===== config.mk =====
export PLATFORM = sky130hd
export DESIGN_NAME = dbg_scan_arb
export DESIGN_NICKNAME = d
export VERILOG_FILES = /design/src/rtl/dbg_scan_arb.sv
export SDC_FILE = /design/constraint.sdc
export NUM_CORES = 1
export LEC_CHECK = 0
export ABC_CLOCK_PERIOD_IN_PS = 2100
export CAP_MARGIN = 30
export CORE_ASPECT_RATIO = 0.5
export CORE_MARGIN = 2
export CORE_UTILIZATION = 30
export CTS_BUF_LIST = sky130_fd_sc_hd__clkbuf_4 sky130_fd_sc_hd__clkbuf_8
export DETAILED_ROUTE_END_ITERATION = 16
export PLACE_DENSITY = 0.69
export SYNTH_ARGS = -nofsm -noshare
export SYNTH_HDL_FRONTEND = slang
export SYNTH_SLANG_ARGS = --single-unit
export TNS_END_PERCENT = 5

===== constraint.sdc =====
create_clock -name clk -period 2.1 [get_ports clk]
set_input_delay 0.42 -clock clk [delete_from_list [all_inputs] [get_ports clk]]
set_output_delay 0.42 -clock clk [all_outputs]
set_load 0.05 [all_outputs]

===== src/rtl/dbg_scan_arb.sv =====
// Debug readout sequencer: on each display tick it fetches the next RF or DM word; the CPU has priority on the shared DM port.
// Build option DBG_STARVE_GUARD_EN adds a STEAL state that stalls the CPU for one cycle after a long debug wait.
module dbg_scan_arb #(
  parameter int RF_DEPTH   = 32,
  parameter int DM_SHOW    = 8,
  parameter int STARVE_MAX = 15
) (
  input  logic        clk,
  input  logic        rst,
  input  logic        tick,
  input  logic        scan_en,
  input  logic        scan_sel,
  output logic [4:0]  rf_raddr,
  input  logic [31:0] rf_rdata,
  input  logic        cpu_dm_req,
  input  logic [5:0]  cpu_dm_addr,
  output logic [5:0]  dm_addr,
  input  logic [31:0] dm_rdata,
  output logic        dbg_grant,
  output logic        cpu_stall,
  output logic [31:0] disp_data,
  output logic        disp_valid,
  output logic [5:0]  scan_idx
);

  typedef enum logic [1:0] {
    IDLE  = 2'd0,
    REQ   = 2'd1,
    STEAL = 2'd2
  } state_t;

  state_t      state_q, state_d;
  logic [5:0]  scan_idx_q, scan_idx_d;
  logic [3:0]  wait_cnt_q, wait_cnt_d;
  logic [31:0] disp_data_q, disp_data_d;
  logic        disp_valid_q, disp_valid_d;
  logic        scan_sel_q, scan_sel_d;

  logic        sel_change;
  logic        live;
  logic        starve_hit;
  logic [3:0]  wait_inc;
  logic [5:0]  end_idx;
  logic [31:0] fetch_data;

  // A source switch or scan disable aborts the cycle, so no grant or stall may leak out.
  assign sel_change = (scan_sel != scan_sel_q);
  assign live       = scan_en && !sel_change;
  assign wait_inc   = (wait_cnt_q == 4'hF) ? 4'hF : wait_cnt_q + 4'd1;
  assign end_idx    = scan_sel_q ? 6'(DM_SHOW) : 6'(RF_DEPTH);
  assign fetch_data = scan_sel ? dm_rdata : rf_rdata;

`ifdef DBG_STARVE_GUARD_EN
  localparam logic [3:0] STARVE_LIM = 4'(STARVE_MAX);
  assign starve_hit = (wait_inc >= STARVE_LIM);
  assign cpu_stall  = live && (state_q == STEAL);
`else
  logic unused_starve_max;
  assign unused_starve_max = ^32'(STARVE_MAX);
  assign starve_hit        = 1'b0;
  assign cpu_stall         = 1'b0;
`endif

  assign dbg_grant = live && scan_sel &&
                     (((state_q == REQ) && !cpu_dm_req) || (state_q == STEAL));
  assign dm_addr    = dbg_grant ? scan_idx_q : cpu_dm_addr;
  assign rf_raddr   = scan_idx_q[4:0];
  assign disp_data  = disp_data_q;
  assign disp_valid = disp_valid_q;
  assign scan_idx   = scan_idx_q;

  always_comb begin
    state_d      = state_q;
    scan_idx_d   = scan_idx_q;
    wait_cnt_d   = wait_cnt_q;
    disp_data_d  = disp_data_q;
    disp_valid_d = 1'b0;
    scan_sel_d   = scan_sel;

    if (sel_change) begin
      state_d    = IDLE;
      scan_idx_d = 6'd0;
      wait_cnt_d = 4'd0;
    end else if (!scan_en) begin
      state_d    = IDLE;
      wait_cnt_d = 4'd0;
    end else begin
      case (state_q)
        IDLE: begin
          if (tick) begin
            // Past the last entry: show the end marker and wrap without a read.
            if (scan_idx_q >= end_idx) begin
              disp_data_d  = 32'hFFFF_FFFF;
              disp_valid_d = 1'b1;
              scan_idx_d   = 6'd0;
            end else begin
              state_d = REQ;
            end
          end
        end
        REQ: begin
          if (!scan_sel || !cpu_dm_req) begin
            disp_data_d  = fetch_data;
            disp_valid_d = 1'b1;
            scan_idx_d   = scan_idx_q + 6'd1;
            wait_cnt_d   = 4'd0;
            state_d      = IDLE;
          end else begin
            wait_cnt_d = wait_inc;
            if (starve_hit) begin
              state_d = STEAL;
            end
          end
        end
        STEAL: begin
          disp_data_d  = fetch_data;
          disp_valid_d = 1'b1;
          scan_idx_d   = scan_idx_q + 6'd1;
          wait_cnt_d   = 4'd0;
          state_d      = IDLE;
        end
        default: begin
          state_d = IDLE;
        end
      endcase
    end
  end

  always_ff @(posedge clk or posedge rst) begin
    if (rst) begin
      state_q      <= IDLE;
      scan_idx_q   <= 6'd0;
      wait_cnt_q   <= 4'd0;
      disp_data_q  <= 32'd0;
      disp_valid_q <= 1'b0;
      scan_sel_q   <= 1'b0;
    end else begin
      state_q      <= state_d;
      scan_idx_q   <= scan_idx_d;
      wait_cnt_q   <= wait_cnt_d;
      disp_data_q  <= disp_data_d;
      disp_valid_q <= disp_valid_d;
      scan_sel_q   <= scan_sel_d;
    end
  end

endmodule


Yosys cells after proc, flatten, opt, wreduce, memory -nomap -nowiden
Cells that the tools add are included.

storage, ports and cells
  bits of input ports = 76
  output and inout port bits = 52
  word-level logic and storage cells = 61
  flip-flop bits (word level) = 42

operators by class
  $add $sub $neg = 1
  order comparisons = 1
  equality and inequality tests = 12
  bitwise gates (word level) = 1
  mux-type cells = 25
  reduce and logical (&&, ||, !) cells = 16

operators by type and width
  kind                 count
  $mux 32              4
  $pmux 32 s3          1
  $mux 6               7
  $pmux 6 s3           1
  $mux 2               5
  $ne 4x4->1 const B   2
  $add 6x1->6 const B  1
  $ge 6x6->1           1
  $ne 3x3->1 const B   2
  $reduce_and 6->1     1
  $mux 1               5
  $reduce_and 5->1     1
  $logic_and 1x1->1    4
  $ne 2x2->1 const B   2
  $ne 4x3->1 const B   1
  $pmux 2 s2           1
  $reduce_bool 4->1    1
  $logic_not 1->1      3
  $ne 3x2->1 const B   1
  $pmux 1 s3           1
  $reduce_and 3->1     1
  $reduce_bool 3->1    1
  $eq 2x1->1 const B   1
  $eq 2x2->1 const B   1
  other kinds (6)      7

Logic depth before layout (Yosys ltp)
Gate-level depths: netlist of the first run.

  word-level depth = 7
  gate-level depth with buffers = 7
  gate-level depth less buffers = 6

Worst setup path after synthesis of the first run
No wires, ideal clock.

  path type = input port to output port
  start = in scan_sel
  end = out dm_addr[0]
  setup slack = -0.108 ns
  stages on the path = 4
  data required time = 1.680 ns
  data arrival time = 1.788 ns
  path buffers = 1
  cell sequence = buf_6 -> nand3b_1 -> nor2_2 -> mux2_2

on the way
  cells in the longest elaborated chain, start to end = 6

RTL lines
  item                              RTL line  text
  start, declared                   12        input logic scan_sel,
  $ne 1x1->1                        47        assign sel_change = (scan_sel != scan_sel_q);
  $logic_not 1->1                   48        assign live = scan_en && !sel_change;
  $logic_and 1x1->1                 48
  $logic_and 1x1->1 * (2 in a row)  64        assign dbg_grant = live && scan_sel &&
  named net dbg_grant               19        output logic dbg_grant,
  $mux 6 *                          66        assign dm_addr = dbg_grant ? scan_idx_q : cpu_dm_addr;
  end, declared                     17        output logic [5:0] dm_addr,

Mark *: on every way through the listed nets, which the timed path passes. The rest lies on a longest branch.

Worst setup path in the final report of the first run
  start = in cpu_dm_req
  end = out dm_addr[0]

on the way
  cells in the longest elaborated chain, start to end = 5

RTL lines
  item               RTL line  text
  start, declared    15        input logic cpu_dm_req,
  $logic_not 1->1    65        (((state_q == REQ) && !cpu_dm_req) || (state_q == STEAL));
  $logic_and 1x1->1  65
  $logic_or 1x1->1   65
  $logic_and 1x1->1  64
  $mux 6             66

Every way passes these cells.

==> results.ini, run 1 <==
[synth]
synth_area_per_cell_um2 = 12.9
yosysTopAreaCell = dfrtp_1
syn_nets = 265
synth_xor_area_frac = 0.0153
ys.flop_type = dfrtp_1
synth_cell_types = 34
synth.cell_area_um2 = 2380
synth_seq_cells = 41
synthesis.instances = 185
yosysWarnings = 0
yosys.area_share.adder = 0.0211
seq_area_frac_synth = 0.432
synthTopCellsByArea = dfrtp_1, a2bb2oi_2, mux2i_1
async_flop_share = 1.00
synthMuxAreaShare = 0.163
yosys.area.top_type_share = 0.432
synth-compound-area-share = 0.245
yosys.area_share.simple = 0.0611
synth_top_family_by_area = compound AO/OA/AOI/OAI gates
synth-edff-count = 0

[global_routing]
track_usage = 0.148
grt-ovfl-total = 0
grt_pass1_wl_um = 9980
grt_max_degree = 42
grt_pass1_vias = 1993
antenna_found_initial = 0

[routing]
ant_nets = 0
wl_per_cell_um = 15.0
vias = 1994
drc = 0
drt_pass1_iterations = 4
drtIter0Drc = 120
drt_wl_total_um = 6440
viasPerCell = 4.66

[pwr]
powerDensity_nw_per_um2 = 677
p_leak_nw = 1.63
ir_drop_mv = 0.300

[clock_tree]
tritoncts = done
hold_buffers = 0
cts_max_level = 2
clock_sinks = 41
root_buffer = clkbuf_8
clkLatencyLatePin_ns = 0.30
cts_buffers = 5
clkSlewWorstSetupHoldPaths_ns = 0.08
cts_buffer_depth = 2

[layout]
antenna_cells = 0
final_nets = 399
drive_above_1_share = 0.263
syn_to_final_growth_pct = 66.3

[timing]
slew_headroom = 0.639
layout_setup_ws_ns = 0.0567
hold_violations = 0
setup_viol = 0
skew_ns = 0.0105
rsz0062_at_grt = yes
finalMaxSlewViolations = 0
timing.fmax_mhz = 489
tightest_slew_ns = 0.540
whs_ns = 0.528
period_minus_slack_ns = 2.04
fin_crit_sh = 0.973

[setup_path]
start_kind = primary input
path_cells = dlygate4sd2_1, nand3b_1, nor2_4, buf_12, mux2_4, buf_6
critPathSlowestCell = mux2_4
crit_buf_inv = 3
crit_fanout = 6
endpoint_kind = output port
crit_family = buffers and inverters
arrival_ns = 1.62
crit_type = primary input to output port
cpPeakStageDelay_ns = 0.31
cp.required_ns = 1.68

[floorplan]
core-area_um2 = 7510
placementRows = 22
start_util = 0.316
die_area_um2 = 8700
die_w_um = 130
io_pins = 128
fp.dieH_um = 66.9

[flow_run]
drv_cap = 0

[place]
gp_routability_congestion = 0.781
io_buffers = 126
place_ws_ns = -0.173
dp_hpwl_um = 4980

[hold_path]
hold_class = flip-flop to flip-flop

[run_status]
outcome = completed

-- stage by stage --
step | power, mW | std cells | TNS [ns] | cell area [um^2] | utilization
2_1_floorplan | 1.69 | 185 | 0 | 2380 | -
3_3_place_gp | 2.12 | 417 | -0.862 | 3770 | 0.501
3_5_place_dp | 2.14 | 417 | -1.01 | 3770 | 0.501
4_1_cts | 2.70 | 428 | 0 | 3940 | 0.525
5_1_grt | 2.78 | 428 | -0.00413 | 3950 | 0.526
6_report | 2.68 | 428 | 0 | 3950 | 0.526
-- routing by layer --
| layer | global-route usage | routed length [um] | vias to the layer above |
|---|---|---|---|
| met3 | 0.0281 | 235 | 7 |
| met1 | 0.184 | 2610 | 985 |
| met2 | 0.262 | 3510 | 51 |
| met4 | 0.0457 | 74 | 0 |
| li1 | - | - | 951 |
| met5 | 0 | 0 | - |
-- state kept, by name (all words and copies together), names as in the netlist --
| name | cells |
|---|---|
| disp_data | 32 |
| scan_idx | 6 |
| disp_valid | 1 |
| scan_sel_q | 1 |
| state_q | 1 |
-- worst paths after layout --
kind,start,to,slack [ns],cells past startpoint
min in group asynchronous,rst,disp_data[3],0.55,3
max in group asynchronous,rst,state_q[0],1.15,3
hold reg to reg,disp_data[5],disp_data[5],0.53,1
hold / removal,disp_data[5],disp_data[5],0.53,1
setup reg to reg,scan_sel_q,scan_idx[5],0.20,5
setup / recovery,cpu_dm_req,dm_addr[0],0.06,6
-- Yosys cell counts, types with 2 or more instances --
library cell,count
a21oi_1,2
a2bb2oi_1,3
a2bb2oi_2,29
buf_2,2
buf_4,8
buf_6,4
clkbuf_1,3
dfrtp_1,41
ha_1,4
inv_1,5
mux2_2,6
mux2i_1,32
nand2_1,11
nand3_1,6
nor2_1,2
nor2b_1,2
o211ai_1,2
o21ai_0,7
-- final cells by class --
cell class	count	area, um^2
clock buffers	6	82.6
fillers	648	3560
clock inverters	2	13.8
well taps	108	135
repair buffers	144	1430
inverters	5	18.8
multi-input cells	122	1240
flip-flops and latches	41	1030
-- timing repair --
item / 4_1_cts / 5_1_grt
endpoints found under the setup margin: 6 / 8
buffers inserted: 3 / 0
pin swaps: 1 / 1
gates cloned: 0 / 0
gates resized for setup: 16 / 4
-- logic make-up (layout without fill, tap and decap cells) --
group / after synthesis / count (layout)
and+or+nand+nor: 29 / 29
DFF: 41 / 41
AOI/OAI and AO/OA: 48 / 48
other: 1 / 1
buffers and inverters: 22 / 157
xor gates and xnor gates: 2 / 2
muxes: 38 / 38
adders and majority gates: 4 / 4
-- layout by cell type, fill, tap and decap left out, types with 2 or more instances in the layout --
master / n
buf_4: 21
dlygate4sd2_1: 2
nand2_1: 10
mux2i_1: 32
o21ai_0: 7
mux2_4: 5
clkbuf_8: 6
ha_1: 4
inv_1: 4
dlymetal6s2s_1: 3
nor2_1: 2
a2bb2oi_2: 29
dfrtp_2: 2
dfrtp_1: 39
buf_12: 3
a21oi_4: 2
nand3_1: 6
a2bb2oi_1: 3
buf_6: 5
o211ai_1: 2
clkdlybuf4s50_1: 108
nor2b_1: 2
-- power breakdown --
group          switching [mW]  internal [mW]  leakage, nW
logic                   0.631          0.517         1.16
registers              0.0793          0.900        0.422
clock network           0.284          0.267       0.0512
Note: power is estimated with default switching activity, not from simulation.
==> run 2, diff against run 1 <==
REMOVE_ABC_BUFFERS = 1   (was default)
==> run 2 against run 1 <==
Effect of this change: largest power group unchanged; critical path depth is 5 lower; non-clock buffer count is 2 higher; worst setup slack worse by 0.0042 ns; sequential power hardly changed; wire length is 1.1% lower; core utilization is 0.90 points higher; design area is 1.7% higher; count of clock-buffer cells in the layout is 1 lower; final cell count is 0.47% higher; combinational power hardly changed; via count is 0.65% lower; clock skew is 0.0062 ns lower.
==> results.ini, run 2 (synthesis gave the netlist of run 1 again) <==
[setup_path]
timing.rr.start = scan_sel_q  ; unchanged
crit_buf_inv = 1  ; was 3
rr_endpoint = scan_idx[4]  ; was scan_idx[5]
cpPeakStageDelay_ns = 0.86  ; was 0.31 ns
reg2reg_slack_ns = 0.25  ; was 0.20 ns
start_kind = flip-flop  ; was primary input
arrival_ns = 1.63  ; was 1.62 ns
crit_type = flip-flop to output port  ; was primary input to output port
critPathSlowestCell = clkdlybuf4s50_1  ; was mux2_4
crit_family = buffers and inverters  ; unchanged
endpoint_kind = output port  ; unchanged
cp.required_ns = 1.68  ; about the same
crit_fanout = 7  ; was 6
reg2reg_depth = 5  ; unchanged
path_cells = clkdlybuf4s50_1  ; was dlygate4sd2_1, nand3b_1, nor2_4, buf_12, mux2_4, buf_6

[floorplan]
placementRows = 22  ; unchanged
core-area_um2 = 7510  ; unchanged
die_w_um = 130  ; unchanged
die_area_um2 = 8700  ; unchanged
fp.dieH_um = 66.9  ; unchanged
start_util = 0.316  ; unchanged
io_pins = 128  ; unchanged

[clock_tree]
clkLatencyLatePin_ns = 0.29  ; was 0.30 ns
clock_sinks = 41  ; unchanged
cts_max_level = 2  ; unchanged
hold_buffers = 0  ; unchanged
root_buffer = clkbuf_8  ; unchanged
tritoncts = done  ; unchanged
clkSlewWorstSetupHoldPaths_ns = 0.08  ; about the same
cts_buffer_depth = 2  ; unchanged
cts_buffers = 5  ; unchanged

[layout]
antenna_cells = 0  ; unchanged
final_nets = 401  ; was 399
syn_to_final_growth_pct = 69.1  ; was 66.3%
final_common_cell = clkdlybuf4s50_1  ; unchanged
drive_above_1_share = 0.248  ; was 0.263
finalNonFillerCells = 430  ; was 428
final_cell_mix = clkdlybuf4s50_1, dfrtp_1, mux2i_1  ; unchanged
fin_util = 0.535  ; was 0.526
largest_reg_flops = 32  ; unchanged

[timing]
setup_viol = 0  ; unchanged
timing.fmax_mhz = 488  ; was 489 MHz
slew_headroom = 0.609  ; was 0.639
hold_violations = 0  ; unchanged
period_minus_slack_ns = 2.05  ; was 2.04 ns
tightest_slew_ns = 0.583  ; was 0.540 ns
finalMaxSlewViolations = 0  ; unchanged
rsz0062_at_grt = no  ; was yes
fin_crit_sh = 0.975  ; was 0.973
skew_ns = 0.00436  ; was 0.0105 ns

[place]
dpl.cell_count = 421  ; was 417
gp_routability_congestion = 0.762  ; was 0.781
dp_hpwl_um = 5060  ; was 4980 um
io_buffers = 126  ; unchanged

[global_routing]
antenna_found_initial = 0  ; unchanged
track_usage = 0.153  ; was 0.148
grt_max_degree = 21  ; was 42
grt-ovfl-total = 0  ; unchanged
grt_pass1_vias = 2082  ; was 1993
grt_pass1_wl_um = 10300  ; was 9980 um

[pwr]
p_leak_nw = 1.70  ; was 1.63 nW
fin_total_pwr_mw = 2.68  ; about the same
powerDensity_nw_per_um2 = 666  ; was 677 nW/um^2
ir_drop_mv = 0.350  ; was 0.300 mV

[flow_run]
drv_cap = 0  ; unchanged

[routing]
ant_nets = 0  ; unchanged
drt_wl_total_um = 6360  ; was 6440 um
viasPerCell = 4.61  ; was 4.66
route.layer.met1.wl_um = 2590  ; was 2610 um
drc = 0  ; unchanged
top_layer = met4  ; unchanged
drt_pass1_iterations = 4  ; unchanged
wl_per_cell_um = 14.8  ; was 15.0 um
wl_met2_um = 3460  ; was 3510 um
vias = 1981  ; was 1994
drtIter0Drc = 43  ; was 120
wl_met3_um = 221  ; was 235 um

[run_status]
outcome = completed  ; unchanged

[hold_path]
hold_class = primary input to async pin  ; was flip-flop to flip-flop

[run 2: cell count changes in the layout (fill, tap and decap cells not counted), moves of 2 or more]
cell	change
inv_6	+2
buf_6	-3
clkdlybuf4s50_1	+2
buf_4	-5
buf_8	+5
dlymetal6s2s_1	+3
[run 2: metal layers]
layer	GRT usage	vias to the layer above
li1	-	950
met1	0.177	980
met2	0.296	42
met3	0.0281	9
met4	0.0390	0
met5	0	-
[run 2: how the worst max path moves through the flow]
stage	from	endpoint	slack (ns)	cells after the start
final	scan_idx[1]	rf_raddr[1]	0.05	1
after global routing	scan_idx[1]	rf_raddr[1]	0.005	1
after CTS	scan_idx[4]	rf_raddr[4]	0.007	1
after detailed placement	cpu_dm_req	dm_addr[3]	-0.17	6
after global placement	cpu_dm_req	dm_addr[5]	-0.17	6
after floorplan	scan_sel_q	scan_idx[5]	-1.69	4
[run 2: stage by stage]
step                setup TNS, ns  worst slack (ns)  area [um^2]  hold WS (ns)
finish                          0            0.0525         4020         0.414
detailed placement         -0.991            -0.175         3820         0.512
global route                    0           0.00502         4020         0.450
global placement           -0.987            -0.172         3820         0.507
floorplan                  -53.43             -1.69         2250         0.451
CTS                             0           0.00682         4000         0.426
[run 2: final cells by class]
type | count | area (um^2)
clock inverter | 3 | 25.0
clock buffer | 5 | 68.8
fill | 653 | 3490
multi-input combinational | 122 | 1250
timing repair buffer | 146 | 1490
inverter | 5 | 18.8
sequential | 41 | 1030
tap | 108 | 135
[run 2: timing repair]
action	4_1_cts	5_1_grt
pin swaps	1	1
setup buffers	1	0
endpoints found under the setup margin	6	12
gates resized for setup	24	9
[run 2: power by group]
part / internal [mW] / switching, mW
clock: 0.242 / 0.294
sequential: 0.900 / 0.0800
combinational: 0.528 / 0.632
total: 1.67 / 1.01
==> edit, RTL diff (settings of run 1) <==
The option `DBG_STARVE_GUARD_EN` is turned on by a define.
--- a/src/rtl/dbg_scan_arb.sv
+++ b/src/rtl/dbg_scan_arb.sv
@@ -1,4 +1,6 @@
 // Debug readout sequencer: on each display tick it fetches the next RF or DM word; the CPU has priority on the shared DM port.
 // Build option DBG_STARVE_GUARD_EN adds a STEAL state that stalls the CPU for one cycle after a long debug wait.
+`define DBG_STARVE_GUARD_EN
+
 module dbg_scan_arb #(
   parameter int RF_DEPTH   = 32,
Behaviour: same outputs for any inputs over 10 cycles, from zero or initial values and one cycle with rst high; that may be too few to reach the edited logic, so the function may still have changed.
==> edit against run 1 <==
- the flow now finishes with violations (negative setup slack)
- total power rose by 17%
- core utilization fell by 3.1 points
- final area rose by 18%
- setup slack got worse by 0.11 ns
- first-iteration DRC count fell by 23%
- area after synthesis rose by 23%
- sequential cell count rose by 5
- wire length rose by 21%
- largest cell class is now multi-input gates
==> edit: results (changes against run 1) <==
[global_routing]
first_global_vias = 2529  ; +27%
gr-usage-met1_pct = 18.4  ; about the same
grt_max_degree = 31  ; -26%

[power_and_ir_drop]
combinationalPowerShare_pct = 46.2  ; +3.3 points
power_switching_mw = 1.22  ; +22%
vdd_drop_max_mv = 0.296  ; -1.4%

[worst_setup_path]
reg2reg_to = scan_idx[4]
crit_start = state_q[1]

[sta]
setup_slack_ns = -0.0534  ; -0.110 ns
setup_viol = 6  ; +6
clock_skew_ns = 0.0114  ; +0.000911 ns

[layout]
nets = 492  ; +23%
fillers = 880  ; +36%

[status]
violations = negative setup slack
status = finished with violations

[min_path]
min_path_type = primary input to asynchronous set/reset pin

[drt]
drt_iter0_drc = 92  ; -23%

[synthesis]
synth_compound_area_share_pct = 6.35  ; -18 points
synthAdderAreaFrac_pct = 4.64  ; +2.5 points
synth_mux_area_share_pct = 28.3  ; +12 points
synth_nets = 353  ; +33%

[place]
hpwl_mm = 5.86  ; +18%

[clocking]
cts_setup_buffers = 4  ; +1
cts_resized = 22  ; +6
clk_pin_slew_ns = 0.10  ; +0.02 ns

[edit: cell types whose count changed after synthesis, sizes merged, moves of 3 or more]
| cell | before | now |
|---|---|---|
| nor2 | 3 | 6 |
| dfrtp | 41 | 46 |
| inv | 5 | 12 |
| nand3 | 6 | 10 |
| a21oi | 3 | 9 |
| mux2 | 6 | 33 |
| a2bb2oi | 32 | 0 |
| ha | 4 | 10 |
| or3 | 0 | 3 |
| nand2 | 11 | 47 |
[edit: cell type report]
type / instances / area [µm²] / share of cell area (%)
well taps: 135 / 169 / 3.61
inverters: 12 / 47.5 / 1.02
flip-flops and latches: 46 / 1150 / 24.7
repair buffers: 149 / 1540 / 33.0
clock inverters: 2 / 13.8 / 0.294
multi-input cells: 192 / 1670 / 35.8
clock buffers: 6 / 76.3 / 1.63
